==> config.mk <==
export PLATFORM = sky130hd
export DESIGN_NAME = imem_dmem_arbiter
export DESIGN_NICKNAME = d
export VERILOG_FILES = /design/src/rtl/imem_dmem_arbiter.sv
export SDC_FILE = /design/constraint.sdc
export NUM_CORES = 1
export LEC_CHECK = 0
export BUFFER_PORTS_ARGS = -buffer_cell sky130_fd_sc_hd__buf_2
export CAP_MARGIN = 20
export CORE_AREA = 2 2 124 126
export CTS_BUF_LIST = sky130_fd_sc_hd__clkbuf_4 sky130_fd_sc_hd__clkbuf_8 sky130_fd_sc_hd__clkbuf_16
export DETAILED_ROUTE_END_ITERATION = 8
export DIE_AREA = 0 0 126 128
export PLACE_DENSITY = 0.75
export SLEW_MARGIN = 20
export SYNTH_ARGS = -nofsm -noshare
export SYNTH_HDL_FRONTEND = slang
export SYNTH_SLANG_ARGS = --single-unit
==> constraint.sdc <==
create_clock -name clk -period 6.7 [get_ports clk]
set_input_delay 1.34 -clock clk [delete_from_list [all_inputs] [get_ports clk]]
set_output_delay 1.34 -clock clk [all_outputs]
set_load 0.005 [all_outputs]
==> src/rtl/imem_dmem_arbiter.sv <==
// Shares one single-outstanding memory port between an instruction fetch port and a data port.
// Optional ARB_RR_EN macro: round-robin on contested grants instead of fixed data-port priority.
module imem_dmem_arbiter (
    input  logic        clk,
    input  logic        rst_n,

    input  logic [31:0] imem_addr,
    input  logic [3:0]  imem_rmask,
    input  logic        imem_kill,
    output logic [31:0] imem_rdata,
    output logic        imem_resp,

    input  logic [31:0] dmem_addr,
    input  logic [3:0]  dmem_rmask,
    input  logic [3:0]  dmem_wmask,
    input  logic [31:0] dmem_wdata,
    output logic [31:0] dmem_rdata,
    output logic        dmem_resp,

    output logic [31:0] mem_addr,
    output logic [3:0]  mem_rmask,
    output logic [3:0]  mem_wmask,
    output logic [31:0] mem_wdata,
    input  logic [31:0] mem_rdata,
    input  logic        mem_resp
);

    typedef enum logic [2:0] {
        IDLE  = 3'd0,
        ISSUE = 3'd1,
        WAIT  = 3'd2,
        RESP  = 3'd3,
        DROP  = 3'd4
    } state_t;

    localparam logic OWN_I = 1'b0;
    localparam logic OWN_D = 1'b1;

    state_t      state_q;
    state_t      state_d;
    logic        owner_q;
    logic        imem_req;
    logic        dmem_req;
    logic        pick_d;
    logic        capture;
    logic        upd_rdata;
    logic        kill_hit;

    logic [31:0] req_addr;
    logic [3:0]  req_rmask;
    logic [3:0]  req_wmask;
    logic [31:0] req_wdata;

`ifdef ARB_RR_EN
    logic        last_grant_q;
`endif

    assign imem_req = |imem_rmask;
    assign dmem_req = |(dmem_rmask | dmem_wmask);

    // pick_d: the data port wins the grant decided this cycle
    always_comb begin
`ifdef ARB_RR_EN
        pick_d = dmem_req && (!imem_req || (last_grant_q == OWN_I));
`else
        pick_d = dmem_req;
`endif
    end

    always_comb begin
        state_d   = state_q;
        capture   = 1'b0;
        upd_rdata = 1'b0;
        kill_hit  = imem_kill && (owner_q == OWN_I);
        case (state_q)
            IDLE: begin
                if (imem_req || dmem_req) begin
                    capture = 1'b1;
                    state_d = ISSUE;
                end
            end
            ISSUE, WAIT: begin
                if (mem_resp) begin
                    // A flushed fetch whose data lands this cycle is simply dropped
                    if (kill_hit) begin
                        state_d = IDLE;
                    end else begin
                        upd_rdata = 1'b1;
                        state_d   = RESP;
                    end
                end else if (kill_hit) begin
                    state_d = DROP;
                end else if (state_q == ISSUE) begin
                    state_d = WAIT;
                end
            end
            RESP: begin
                state_d = IDLE;
            end
            DROP: begin
                if (mem_resp) begin
                    state_d = IDLE;
                end
            end
            default: begin
                state_d = IDLE;
            end
        endcase
    end

    always_ff @(posedge clk or negedge rst_n) begin
        if (!rst_n) begin
            state_q    <= IDLE;
            owner_q    <= OWN_D;
            imem_rdata <= 32'h0;
            dmem_rdata <= 32'h0;
`ifdef ARB_RR_EN
            last_grant_q <= OWN_D;
`endif
        end else begin
            state_q <= state_d;
            if (capture) begin
                owner_q <= pick_d;
`ifdef ARB_RR_EN
                last_grant_q <= pick_d;
`endif
            end
            if (upd_rdata) begin
                if (owner_q == OWN_D) begin
                    dmem_rdata <= mem_rdata;
                end else begin
                    imem_rdata <= mem_rdata;
                end
            end
        end
    end

    // Request payload is only meaningful while ISSUE presents it, so it carries no reset
    always_ff @(posedge clk) begin
        if (capture) begin
            if (pick_d) begin
                req_addr  <= dmem_addr;
                req_rmask <= dmem_rmask;
                req_wmask <= dmem_wmask;
                req_wdata <= dmem_wdata;
            end else begin
                req_addr  <= imem_addr;
                req_rmask <= imem_rmask;
                req_wmask <= 4'h0;
                req_wdata <= 32'h0;
            end
        end
    end

    always_comb begin
        mem_addr  = 32'h0;
        mem_rmask = 4'h0;
        mem_wmask = 4'h0;
        mem_wdata = 32'h0;
        if (state_q == ISSUE) begin
            mem_addr  = req_addr;
            mem_rmask = req_rmask;
            mem_wmask = req_wmask;
            mem_wdata = req_wdata;
        end
    end

    assign imem_resp = (state_q == RESP) && (owner_q == OWN_I);
    assign dmem_resp = (state_q == RESP) && (owner_q == OWN_D);

endmodule
==> run_results.csv <==
group,metric,value,unit
routing,vias_per_cell,4.72,
synth,synth_cells,398,
timing,drv_slew,0,
grt,grt_max_degree,73,
layout,fillers,1242,
synth,yosysSeqAreaShare,63.4,%
floorplanning,die-area,16100,µm²
worst_setup_path,cp-start-kind,"register",
clock_tree,clock_path_buffers,2,
synth,synth_top_area_share,35.5,%
layout,drive_above_1_share,60.9,%
grt,track_usage,17.5,%
timing,rsz0062_at_grt,"false",
timing,tightest_slew,0.907,ns
synth,syn_area_per_cell,15.3,µm²
timing,timing.fmax,0.297,GHz
grt,antenna_found_initial,0,
pwr,peakVddDrop,248,µV
worst_setup_path,critPathArrivalTime,2.02,ns
worst_setup_path,reg2reg_from,"state_q[1]",
hold_path,min_from,"dmem_rdata[12]",
timing,final-hold-violation-count,0,
floorplanning,io-pin-count,282,
clock_tree,cts.sinks,140,
clock_tree,worstSkewPairLatency,0.41,ns
synth,synth_seq_cells,140,
timing,relSlewSlack,39.6,%
synth,yosysWarnings,0,
layout,area_growth,35.2,%
routing,drt-total-wl,14200,µm
layout,final_cell_count_no_fill,880,
place,dp.cells,846,
worst_setup_path,worstPathCellList,"nor2b_1, nor2b_4, buf_12, and2_1, buf_2",
routing,initialDrtViolationCount,195,
synth,synth_edf_count,72,
worst_setup_path,cp-end-kind,"primary output",
pwr,p_leak,0.00389,µW
worst_setup_path,critPathMaxFanout,54,
synth,async_reset_ff_share,48.6,%
synth,synth_ff_type,"edfxtp_1",
run_status,outcome,"complete, no violations",
timing,clock_skew,0.00614,ns
timing,setup_viol,0,
hold_path,holdPathStages,1,
synth,synth_top_area_cell,"edfxtp_1",
clock_tree,cts_root_buf,"clkbuf_16",
worst_setup_path,r2r-end,"req_addr[8]",
synth,synth_cell_types,33,
grt,grt-ovfl-total,0,
timing,period_needed,3.36,ns
floorplanning,start_util,41.0,%
layout,nets,822,
synth,synth.most_common_cell,"and2_1",
clock_tree,cts.htree.levels,4,
clock_tree,cts_buffers,17,
timing,fin_setup_tns,0,ns
worst_setup_path,worst-r2r-setup-slack,4.37,ns
worst_setup_path,crit_type,"reg2out",
floorplanning,rows,45,
routing,dr.pass1.iters,4,
place,hpwl,10400,µm
worst_setup_path,r2r.worst_path.cells,3,
place,placed_area,7610,µm²
routing,routedWlPerCell,16.2,µm
synth,synth_area,6100,µm²
clock_tree,post_cts_buffers,0,
worst_setup_path,worst_path_largest_cell_delay,0.43,ns
worst_setup_path,cp_slowest_cell,"dfrtp_1",
hold_path,hp-class,"reg2reg",
routing,drtAntennaViolNets,0,
hold_path,hold_path_end,"dmem_rdata[12]",
pwr,powerDensity,435,nW/µm²
grt,grt_pass1_wl,21800,µm
synth,synth_nets,542,
clock_tree,cts_tree,"done",
worst_setup_path,cp.required,5.36,ns
routing,vias,4151,
timing,fin_crit_sh,50.2,%
layout,fin_area,8250,µm²
grt,grt_pass1_vias,4280,
place,place_congestion,0.809,
run,drv_cap,0,
timing,whs,0.502,ns
clock_tree,cts.clk_slew.worst_paths,0.05,ns
clock_tree,cts_resized,0,
clock_tree,ctsHoldBuffers,0,
place,portBuffers,281,
synth,ys_top_cells_by_area,"edfxtp_1 (35%), dfrtp_1 (27%), mux2_2 (13%)",
floorplanning,core,14900,µm²
routing,drc,0,
floorplanning,dieWidth,126,µm
synth,synthTopCellsByCount,"and2_1 (104), edfxtp_1 (72), mux2_2 (70)",
floorplanning,die_height,128,µm
-- how the worst max path moves through the flow --
stage / start / endpoint / slack, ns / depth (start not counted)
floorplan: dmem_wmask[2] / req_addr[0] / 1.16 / 4
global placement: dmem_wmask[2] / req_addr[1] / 3.15 / 5
detailed placement: dmem_wmask[2] / req_addr[1] / 3.07 / 5
CTS: state_q[0] / mem_wdata[20] / 2.85 / 4
global route: state_q[0] / mem_wdata[20] / 3.12 / 5
finish: state_q[0] / mem_wdata[21] / 3.34 / 5
-- where the power goes --
group,internal [µW],switching [µW],leakage [µW],total [µW]
Combinational,632,549,0.00210,1180
Sequential,1320,147,0.00149,1460
Clock,610,332,0.000310,942
Total,2560,1030,0.00389,3590
-- sequential cells by signal, indices dropped and copies added, names as in the netlist --
register	cells
dmem_rdata	32
imem_rdata	32
req_addr	32
req_wdata	32
req_rmask	4
req_wmask	4
state_q	3
owner_q	1
-- layout make-up --
class / instances / area [µm²] / area share, %
clock inverter: 4 / 50.0 / 0.607
tap: 188 / 235 / 2.85
sequential: 140 / 3860 / 46.9
multi-input combinational: 232 / 2070 / 25.1
clock buffer: 28 / 562 / 6.81
antenna: 1 / 2.50 / 0.0303
timing repair buffer: 286 / 1460 / 17.7
inverter: 1 / 3.75 / 0.0455
-- critical path, delay by kind of cell, from the launching register on --
| family | cells | cell delay, ns |
|---|---|---|
| buf+inv | 2 | 0.37 |
| simple gates | 3 | 0.81 |
| flops | 1 | 0.43 |
-- metrics by stage --
step                util [%]  total power (µW)  worst slack [ns]
finish                  55.5              3590              3.34
global route            55.5              3810              3.12
CTS                     55.3              3620              2.85
detailed placement      51.2              2670              3.07
global placement        51.2              2630              3.15
floorplan                  -              2110              1.16
-- cells in the final DEF (no fill, tap or decap), types with 4 or more instances in the layout --
master and count:
edfxtp_1 72, clkbuf_4 6, buf_4 4, nor2_1 4, dfrtp_1 67, and2_1 104, buf_2 281, a21o_1 4
mux2_2 70, clkbuf_16 19, mux2_4 25
-- cells by family after synthesis --
| kind of cell | count (synthesis) | synth area share [%] |
|---|---|---|
| AOI/OAI and AO/OA | 9 | 1.07 |
| DFF | 140 | 63.4 |
| buffers and inverters | 26 | 2.95 |
| xor gates and xnor gates | 1 | 0.267 |
| and+or+nand+nor | 126 | 13.1 |
| muxes | 96 | 19.3 |
-- routing by layer --
| layer | up-vias | track usage (%) | part of all wire, % |
|---|---|---|---|
| met5 | - | 0 | 0 |
| li1 | 1944 | - | - |
| met2 | 189 | 30.5 | 52 |
| met3 | 28 | 6.09 | 8.5 |
| met1 | 1990 | 19.3 | 37 |
| met4 | 0 | 8.21 | 2.5 |
(Power assumes the default switching activity.)
